$ cat config.mk
export PLATFORM = sky130hd
export DESIGN_NAME = mouse_packet_uart_tx
export DESIGN_NICKNAME = d
export VERILOG_FILES = /design/src/rtl/mouse_link_pkg.sv /design/src/rtl/uart_tx_byte.sv /design/src/rtl/mouse_packet_uart_tx.sv
export SDC_FILE = /design/constraint.sdc
export NUM_CORES = 1
export LEC_CHECK = 0
export ABC_CLOCK_PERIOD_IN_PS = 3370
export CAP_MARGIN = 0
export CORE_ASPECT_RATIO = 0.7
export CORE_MARGIN = 4
export CORE_UTILIZATION = 25
export DETAILED_ROUTE_END_ITERATION = 12
export GPL_ROUTABILITY_DRIVEN = 1
export SLEW_MARGIN = 30
export SYNTH_ARGS = -nofsm -noshare
export SYNTH_HDL_FRONTEND = slang
export SYNTH_SLANG_ARGS = --single-unit
$ cat constraint.sdc
create_clock -name clk -period 3.37 [get_ports clk]
set_clock_uncertainty 0.1 [all_clocks]
set_input_delay 0.337 -clock clk [delete_from_list [all_inputs] [get_ports clk]]
set_output_delay 0.337 -clock clk [all_outputs]
set_load 0.03 [all_outputs]
$ cat src/rtl/mouse_link_pkg.sv
// Shared constants and FSM state type for the mouse-over-UART link.
// Frame layout: SYNC, STATUS, X, Y and, with MOUSE_TX_CHECKSUM_EN, CHK.
package mouse_link_pkg;

    localparam logic [7:0] SYNC_BYTE        = 8'hA5;
    localparam logic [4:0] STATUS_FIXED     = 5'b00001;
    localparam int         FRAME_BYTES_BASE = 4;
    localparam int         FRAME_BYTES_CHK  = 5;

    typedef enum logic [2:0] {
        ST_IDLE,
        ST_LOAD,
        ST_START,
        ST_DATA,
        ST_STOP,
        ST_GAP
    } tx_state_e;

    function automatic logic [7:0] status_byte(input logic middle, input logic right,
                                               input logic left);
        return {STATUS_FIXED, middle, right, left};
    endfunction

endpackage

$ cat src/rtl/uart_tx_byte.sv
// One 8N1 byte serializer: bit-period counter plus 10-bit shifter.
// A start pulse in the final cycle of a stop bit chains the next byte with no idle gap.
module uart_tx_byte #(
    parameter int CLKS_PER_BIT = 217
) (
    input  logic       clk,
    input  logic       reset,
    input  logic       start,
    input  logic [7:0] data,
    output logic       tx,
    output logic       bit_tick,
    output logic       done
);

    localparam int                CNT_W    = (CLKS_PER_BIT > 2) ? $clog2(CLKS_PER_BIT) : 1;
    localparam logic [CNT_W-1:0]  CNT_LAST = CNT_W'(CLKS_PER_BIT - 1);

    logic [CNT_W-1:0] clk_cnt;
    logic [3:0]       bit_cnt;
    logic             active;
    logic [9:0]       shreg;

    assign bit_tick = active && (clk_cnt == CNT_LAST);
    assign done     = bit_tick && (bit_cnt == 4'd9);

    always_ff @(posedge clk or posedge reset) begin
        if (reset) begin
            clk_cnt <= '0;
            bit_cnt <= '0;
            active  <= 1'b0;
            tx      <= 1'b1;
        end else if (start) begin
            clk_cnt <= '0;
            bit_cnt <= '0;
            active  <= 1'b1;
            tx      <= 1'b0;
        end else if (bit_tick) begin
            clk_cnt <= '0;
            if (done) begin
                active <= 1'b0;
                tx     <= 1'b1;
            end else begin
                bit_cnt <= bit_cnt + 4'd1;
                tx      <= shreg[1];
            end
        end else if (active) begin
            clk_cnt <= clk_cnt + 1'b1;
        end
    end

    // Shift register carries data only; the line level lives in tx.
    always_ff @(posedge clk) begin
        if (start) begin
            shreg <= {1'b1, data, 1'b0};
        end else if (bit_tick) begin
            shreg <= {1'b1, shreg[9:1]};
        end
    end

endmodule

$ cat src/rtl/mouse_packet_uart_tx.sv
// Mouse packet to 8N1 UART serializer with a one-entry holding register.
// Define MOUSE_TX_CHECKSUM_EN to append CHK = STATUS ^ X ^ Y as a fifth byte.
module mouse_packet_uart_tx #(
    parameter int CLK_FREQ = 25_000_000,
    parameter int BAUD     = 115200,
    parameter int GAP_BITS = 2
) (
    input  logic              clk,
    input  logic              reset,
    input  logic              pkt_valid,
    output logic              pkt_ready,
    input  logic signed [7:0] mouse_x,
    input  logic signed [7:0] mouse_y,
    input  logic              mouse_left,
    input  logic              mouse_right,
    input  logic              mouse_middle,
    output logic              uart_tx,
    output logic              busy
);
    import mouse_link_pkg::*;

    localparam int CLKS_PER_BIT = CLK_FREQ / BAUD;
    localparam int GAP_CYCLES   = GAP_BITS * CLKS_PER_BIT;
    localparam int GAP_W        = (GAP_CYCLES > 2) ? $clog2(GAP_CYCLES) : 1;
    localparam logic [GAP_W-1:0] GAP_LAST = GAP_W'((GAP_CYCLES > 0) ? GAP_CYCLES - 1 : 0);
`ifdef MOUSE_TX_CHECKSUM_EN
    localparam logic [2:0] LAST_BYTE = 3'(FRAME_BYTES_CHK - 1);
`else
    localparam logic [2:0] LAST_BYTE = 3'(FRAME_BYTES_BASE - 1);
`endif

    if (CLKS_PER_BIT < 2) begin : g_bad_baud
        $error("mouse_packet_uart_tx: CLK_FREQ/BAUD must be at least 2");
    end

    tx_state_e         state_q, state_d;
    logic [2:0]        byte_idx;
    logic [2:0]        data_cnt;
    logic [GAP_W-1:0]  gap_cnt;
    logic              hold_full;
    logic              accept;
    logic signed [7:0] hold_x, hold_y;
    logic [2:0]        hold_btn;
    logic [7:0]        frm_status, frm_x, frm_y;
    logic [2:0]        tx_sel;
    logic [7:0]        tx_data;
    logic              byte_start, bit_tick, byte_done;

    assign accept    = pkt_valid && !hold_full;
    assign pkt_ready = !hold_full;
    assign busy      = (state_q != ST_IDLE);

    always_ff @(posedge clk or posedge reset) begin
        if (reset) begin
            hold_full <= 1'b0;
        end else if (accept) begin
            hold_full <= 1'b1;
        end else if (state_q == ST_LOAD) begin
            hold_full <= 1'b0;
        end
    end

    always_ff @(posedge clk) begin
        if (accept) begin
            hold_x   <= mouse_x;
            hold_y   <= mouse_y;
            hold_btn <= {mouse_middle, mouse_right, mouse_left};
        end
    end

    always_ff @(posedge clk) begin
        if (state_q == ST_LOAD) begin
            frm_status <= status_byte(hold_btn[2], hold_btn[1], hold_btn[0]);
            frm_x      <= $unsigned(hold_x);
            frm_y      <= $unsigned(hold_y);
        end
    end

`ifdef MOUSE_TX_CHECKSUM_EN
    logic [7:0] frm_chk;

    always_ff @(posedge clk) begin
        if (state_q == ST_LOAD) begin
            frm_chk <= status_byte(hold_btn[2], hold_btn[1], hold_btn[0])
                       ^ $unsigned(hold_x) ^ $unsigned(hold_y);
        end
    end
`endif

    // LOAD sends byte 0 while the frame register is still being written, so SYNC is a constant.
    always_comb begin
        tx_sel = (state_q == ST_LOAD) ? 3'd0 : byte_idx + 3'd1;
        case (tx_sel)
            3'd1:    tx_data = frm_status;
            3'd2:    tx_data = frm_x;
            3'd3:    tx_data = frm_y;
`ifdef MOUSE_TX_CHECKSUM_EN
            3'd4:    tx_data = frm_chk;
`endif
            default: tx_data = SYNC_BYTE;
        endcase
    end

    always_ff @(posedge clk or posedge reset) begin
        if (reset) begin
            state_q <= ST_IDLE;
        end else begin
            state_q <= state_d;
        end
    end

    // A held packet goes straight from GAP to LOAD so it starts one cycle after the gap.
    always_comb begin
        state_d    = state_q;
        byte_start = 1'b0;
        case (state_q)
            ST_IDLE:  if (hold_full) state_d = ST_LOAD;
            ST_LOAD: begin
                byte_start = 1'b1;
                state_d    = ST_START;
            end
            ST_START: if (bit_tick) state_d = ST_DATA;
            ST_DATA:  if (bit_tick && data_cnt == 3'd7) state_d = ST_STOP;
            ST_STOP: begin
                if (byte_done) begin
                    if (byte_idx != LAST_BYTE) begin
                        byte_start = 1'b1;
                        state_d    = ST_START;
                    end else if (GAP_CYCLES > 0) begin
                        state_d = ST_GAP;
                    end else begin
                        state_d = hold_full ? ST_LOAD : ST_IDLE;
                    end
                end
            end
            ST_GAP:   if (gap_cnt == GAP_LAST) state_d = hold_full ? ST_LOAD : ST_IDLE;
            default:  state_d = ST_IDLE;
        endcase
    end

    always_ff @(posedge clk or posedge reset) begin
        if (reset) begin
            byte_idx <= '0;
            data_cnt <= '0;
            gap_cnt  <= '0;
        end else begin
            case (state_q)
                ST_LOAD:  byte_idx <= '0;
                ST_START: data_cnt <= '0;
                ST_DATA:  if (bit_tick) data_cnt <= data_cnt + 3'd1;
                ST_STOP: begin
                    if (byte_done) begin
                        gap_cnt <= '0;
                        if (byte_start) byte_idx <= byte_idx + 3'd1;
                    end
                end
                ST_GAP:   gap_cnt <= gap_cnt + 1'b1;
                default:  ;
            endcase
        end
    end

    uart_tx_byte #(
        .CLKS_PER_BIT(CLKS_PER_BIT)
    ) u_byte (
        .clk     (clk),
        .reset   (reset),
        .start   (byte_start),
        .data    (tx_data),
        .tx      (uart_tx),
        .bit_tick(bit_tick),
        .done    (byte_done)
    );

endmodule

Word-level counts from Yosys, hierarchy flattened --
Index checks and enable logic that the tools add are counted.
Operators by class: reduce and logical (&&, ||, !) cells 20, muxes and demuxes 36, add/subtract/negate cells 5, equal/unequal tests 21
Operator list (count):
- $mux 3 | 10
- $mux 9 | 3
- $mux 8 | 3
- $pmux 8 s3 | 1
- $pmux 3 s6 | 1
- $pmux 9 s2 | 1
- $ne 2x2->1 const B | 8
- $eq 3x2->1 const B | 4
- $mux 4 | 3
- $pmux 3 s2 | 2
- $reduce_bool 2->1 | 6
- $mux 1 | 11
- $add 9x1->9 const B | 1
- $eq 3x3->1 const B | 3
- $eq 9x9->1 const B | 1
- $add 8x1->8 const B | 1
- $eq 8x8->1 const B | 1
- $reduce_and 2->1 | 4
- $add 3x1->3 const B | 2
- $eq 3x1->1 const B | 2
- $reduce_bool 3->1 | 2
- $reduce_and 5->1 | 1
- $add 4x1->4 const B | 1
- $eq 4x4->1 const B | 1
- other kinds (6) | 9
Word-level totals: output and inout port bits 3, register bits 80

Depth between registers and ports, before layout --
depth in word-level cells 8, mapped depth 8

By module --
From an unflattened synthesis, not the netlist that was laid out.
Unflattened totals: cell total of the unflattened synthesis 300, area total of the unflattened synthesis 3539.6 µm²
Modules (own cells, without submodules):
- mouse_packet_uart_tx | times used 1, seq. area each 1616.6 µm², cells each 183, area an instance 2421.1 µm²
- uart_tx_byte | times used 1, seq. area each 591.8 µm², cells each 117, area an instance 1118.6 µm²

Least setup slack after synthesis --
No wires, ideal clock.
path type reg2reg, from register state_q[1], to register u_byte.shreg[4], data pin, setup slack 1.013 ns, stages on the path, launching flop included 6, data arrival time 1.986 ns, period minus slack after synthesis 2.357 ns, cell sequence dfrtp_1 -> buf_2 -> nor3b_2 -> nor2_1 -> o311ai_0 -> mux2i_1
On the way: cells in the longest elaborated chain, start to end 5
Ends and longest elaborated chain:
- start, declared | RTL line mouse_packet_uart_tx.sv:36 | tx_state_e state_q, state_d;
- start signal, assigned | RTL line mouse_packet_uart_tx.sv:108 | state_q <= state_d;
- $eq 3x1->1 | RTL line mouse_packet_uart_tx.sv:92, mouse_packet_uart_tx.sv:116
- $mux 3 | RTL line mouse_packet_uart_tx.sv:92 | tx_sel = (state_q == ST_LOAD) ? 3'd0 : byte_idx + 3'd1;
- $eq 3x2->1 or $eq 3x1->1 (tied branches) | RTL line mouse_packet_uart_tx.sv:93 | case (tx_sel)
- $pmux 8 s3 | RTL line mouse_packet_uart_tx.sv:93
- $mux 9 * | RTL line uart_tx_byte.sv:53 | if (start) begin
- end signal, assigned | RTL line uart_tx_byte.sv:54 | shreg <= {1'b1, data, 1'b0};
- end signal, assigned | RTL line uart_tx_byte.sv:56 | shreg <= {1'b1, shreg[9:1]};
- end, declared | RTL line uart_tx_byte.sv:21 | logic [9:0] shreg;
Every way passes the cells marked *; elsewhere a longest branch is shown, timed or not. A chain may end at the register's enable or synchronous reset.

Final worst setup path --
from register byte_idx[0], to register u_byte.shreg[8], data pin
On the way: cells in the longest elaborated chain, start to end 5
Ends and longest elaborated chain:
- start, declared | RTL line mouse_packet_uart_tx.sv:37 | logic [2:0] byte_idx;
- start signal, assigned | RTL line mouse_packet_uart_tx.sv:154 | if (byte_start) byte_idx <= byte_idx + 3'd1;
- $add 3x1->3 or $ne 3x2->1 (tied branches) | RTL line mouse_packet_uart_tx.sv:92, mouse_packet_uart_tx.sv:126
- $mux 3 or $mux 1 (tied branches) | RTL line mouse_packet_uart_tx.sv:92, mouse_packet_uart_tx.sv:126
- $eq 3x2->1, or another cell as far along | RTL line mouse_packet_uart_tx.sv:93
- $pmux 8 s3 or $pmux 1 s2 (tied branches) | RTL line mouse_packet_uart_tx.sv:93, mouse_packet_uart_tx.sv:116
- $mux 9 * | RTL line uart_tx_byte.sv:53
Marked as above.

==> impl_metrics.py <==
metrics = {
    "clocking": {
        "cts_tree": "yes",
        "clkLatencyLatePin_ns": 0.33,
        "clockRootBuffer": "clkbuf_16",
        "cts_buffer_depth": 2,
        "cts_made_buffers": 9,
        "clock-sinks": 79,
        "htree_levels": 3,
        "post_cts_hold_buffer_count": 0,
        "clk_pin_slew_ns": 0.06,
        "cts-resized-gates": 0,
        "post_cts_buffers": 0,
    },
    "cells_and_area": {
        "layout-drive-gt1-share_pct": 10.77,
        "final_nets": 352,
        "finalCoreUtilization_pct": 30.83,
        "stdcell_count": 515,
        "area_delta_synth_final_pct": 19.19,
        "n_fill_cell": 1430,
        "regArea_um2": 2208,
        "n_antenna_cell": 0,
        "multiInputGateArea_um2": 1308,
    },
    "critical_path": {
        "cp_data_required_time_ns": 3.32,
        "crit_top_cell": "ha_1",
        "cp_cell_sequence": "ha_1, ha_1, and4b_2, nand4_2, a21oi_4, a41oi_1",
        "critical_path.slowest_cell": "dfrtp_1",
        "critPathTopFamily": "compound AO/OA/AOI/OAI gates",
        "reg2reg_slack_ns": 0.77,
        "endpoint_kind": "register",
        "cp_slowest_stage_delay_ns": 0.56,
        "cp-start-kind": "register",
        "rr_startpoint": "byte_idx[0]$_DFFE_PP0P_",
        "cp.arrival_ns": 2.55,
        "path_buf_inv": 0,
        "r2r_end": "u_byte.shreg[8]$_DFFE_PP_",
        "critical_path_class": "register to register",
        "crit_fanout": 15,
        "worstRegToRegCells": 6,
    },
    "sta": {
        "hold_violations": 0,
        "min_period_over_period_pct": 77.10,
        "max_freq_ghz": 0.3849,
        "finalSetupTns_ns": 0,
        "grt_setup_unrepaired": "no",
        "slew_headroom_pct": 57.56,
        "slew_viol_final": 0,
        "hold_ws_ns": 0.3050,
        "min_period_ns": 2.598,
        "worst_slew_pin_slew_ns": 0.6339,
        "setup_viol": 0,
    },
    "die": {
        "rows": 36,
        "core_um2": 14140,
        "initial_utilization_pct": 25.87,
        "die_w_um": 152.6,
        "die_h_um": 109.2,
        "die_area_um2": 16660,
        "ios": 25,
    },
    "drt": {
        "drc": 0,
        "ant_nets": 0,
        "drt-initial-drc-count": 200,
        "vias": 2339,
        "wl_per_cell_um": 13.48,
        "viasPerCell": 4.542,
        "wirelength_mm": 6.941,
        "first_pass_iters": 4,
    },
    "global_route": {
        "grt_first_pass_wirelength_mm": 11.86,
        "grt_antenna_before_repair": 0,
        "grt_overflow": 0,
        "grt_pass1_vias": 2393,
        "grt_max_degree": 34,
        "globalRouteTotalUtil_pct": 8.918,
    },
    "placement": {
        "place_inst": 499,
        "numPortBuffers": 24,
        "dp_hpwl_mm": 4.813,
        "gp_congestion": 0.7834,
    },
    "logic_synthesis": {
        "synth_edf_count": 46,
        "synth_area_um2": 3659,
        "ys_ff_latch": 79,
        "synth.distinct_cells": 58,
        "synthArstFlopShare_pct": 41.77,
        "ys_top_cells_by_count": "46 x edfxtp_1, 32 x dfrtp_1, 19 x nand2_1, 19 x nor2_1, 18 x inv_1",
        "yosys-top-cells-area": "edfxtp_1 38%, dfrtp_1 22%, ha_1 3.4%, mux2i_1 3.3%, o21ai_0 2.1%",
        "synth_cells": 294,
        "synth.most_common_cell": "edfxtp_1",
        "yosysTopAreaCellShare_pct": 37.76,
        "synth_area_leader_cell": "edfxtp_1",
        "synthFlopType": "edfxtp_1",
        "synth.avg_cell_area_um2": 12.44,
        "synth_seq_area_share_pct": 60.36,
        "syn_nets": 326,
        "yosys_warnings": 0,
    },
    "hold_path": {
        "hp-class": "input port to async pin",
    },
    "flow_run": {
        "cap_violations": 0,
    },
    "run_status": {
        "status": "completed",
    },
    "power_and_ir_drop": {
        "power.density_nw_per_um2": 448.9,
        "total_leakage_power_uw": 0.001664,
        "ir_drop_mv": 0.2894,
    },
}
-- layout by cell type (no fill, tap or decap), drive strengths merged, types with 4 or more instances in the layout --
| master | netlist | final |
|---|---|---|
| nor2 | 19 | 19 |
| xor2 | 4 | 4 |
| nand2 | 19 | 19 |
| o21ai | 15 | 15 |
| o22ai | 4 | 4 |
| and4b | 4 | 4 |
| ha | 10 | 10 |
| mux2 | 4 | 4 |
| nor3 | 5 | 5 |
| edfxtp | 46 | 46 |
| inv | 18 | 19 |
| dfrtp | 32 | 32 |
| nand2b | 4 | 4 |
| nand3 | 7 | 7 |
| mux2i | 12 | 12 |
| clkbuf | 6 | 10 |
| a21oi | 10 | 10 |
| buf | 7 | 4 |
| clkinv | 1 | 4 |
| xnor2 | 7 | 7 |
| nand4 | 6 | 6 |
| clkdlybuf4s50 | 0 | 24 |
| or3 | 4 | 4 |
| a31oi | 4 | 4 |
-- state kept, by name, indices dropped and copies added (netlist names) --
signal	flops
data_cnt	3
frm_x	8
u_byte.tx	1
frm_status	3
u_byte.shreg	8
hold_x	8
u_byte.bit_cnt	4
hold_btn	3
hold_full	1
state_q	3
frm_y	8
hold_y	8
byte_idx	3
u_byte.clk_cnt	8
gap_cnt	9
u_byte.active	1
-- how the worst max path moves through the flow --
stage / startpoint / to / slack [ns] / depth (start not counted)
floorplan: state_q[1]$_DFFE_PP0P_ / u_byte.shreg[4]$_DFFE_PP_ / 1.01 / 5
global placement: byte_idx[0]$_DFFE_PP0P_ / u_byte.shreg[8]$_DFFE_PP_ / 0.85 / 6
detailed placement: byte_idx[0]$_DFFE_PP0P_ / u_byte.shreg[8]$_DFFE_PP_ / 0.76 / 6
CTS: byte_idx[0]$_DFFE_PP0P_ / u_byte.shreg[8]$_DFFE_PP_ / 0.75 / 6
global route: byte_idx[0]$_DFFE_PP0P_ / u_byte.shreg[8]$_DFFE_PP_ / 0.58 / 6
finish: byte_idx[0]$_DFFE_PP0P_ / u_byte.shreg[8]$_DFFE_PP_ / 0.77 / 6
-- per-stage QoR --
step	instance area, um2	power, uW	worst slack, ns
CTS	4360	1991	0.7488
global route	4360	2029	0.5829
floorplan	3659	1068	1.013
detailed placement	4095	1103	0.7565
finish	4360	1957	0.7719
global placement	4095	1101	0.8541
-- final cells by class --
| type | instances | area share [%] |
|---|---|---|
| clock buffers | 10 | 5.251 |
| repair buffers | 28 | 6.198 |
| flip-flops and latches | 79 | 50.65 |
| multi-input cells | 183 | 29.99 |
| well taps | 190 | 5.452 |
| inverters | 19 | 1.636 |
| clock inverters | 6 | 0.8321 |
-- power breakdown --
part	switching, uW	total (uW)	leakage [uW]	internal (uW)
sequential	3.85	1040	0.000837	1030
clock	381	876	0.000124	495
combinational	19.4	44.9	0.000704	25.5
total	404	1960	0.00166	1550
-- logic make-up (layout without fill, tap and decap cells) --
kind of cell	count (synthesis)	in the layout	synth area share, %
DFF	79	79	60.36
and+or+nand+nor	88	88	14.16
adders and majority gates	10	10	3.420
AOI/OAI and AO/OA	58	58	11.01
muxes	16	16	4.514
buffers and inverters	32	63	3.898
xor gates and xnor gates	11	11	2.633
-- tightest hold or removal path, delay by kind of cell --
family / cells / cell delay (ns)
buf+inv: 3 / 0.83
-- routing by layer --
| metal | track usage, % | wire length (um) | up-vias |
|---|---|---|---|
| met5 | 0 | 0 | - |
| met1 | 12.26 | 3596 | 1141 |
| met2 | 13.12 | 2934 | 45 |
| li1 | - | - | 1142 |
| met4 | 3.242 | 114 | 0 |
| met3 | 3.015 | 295 | 11 |
Note: power is estimated with default switching activity, not from simulation.
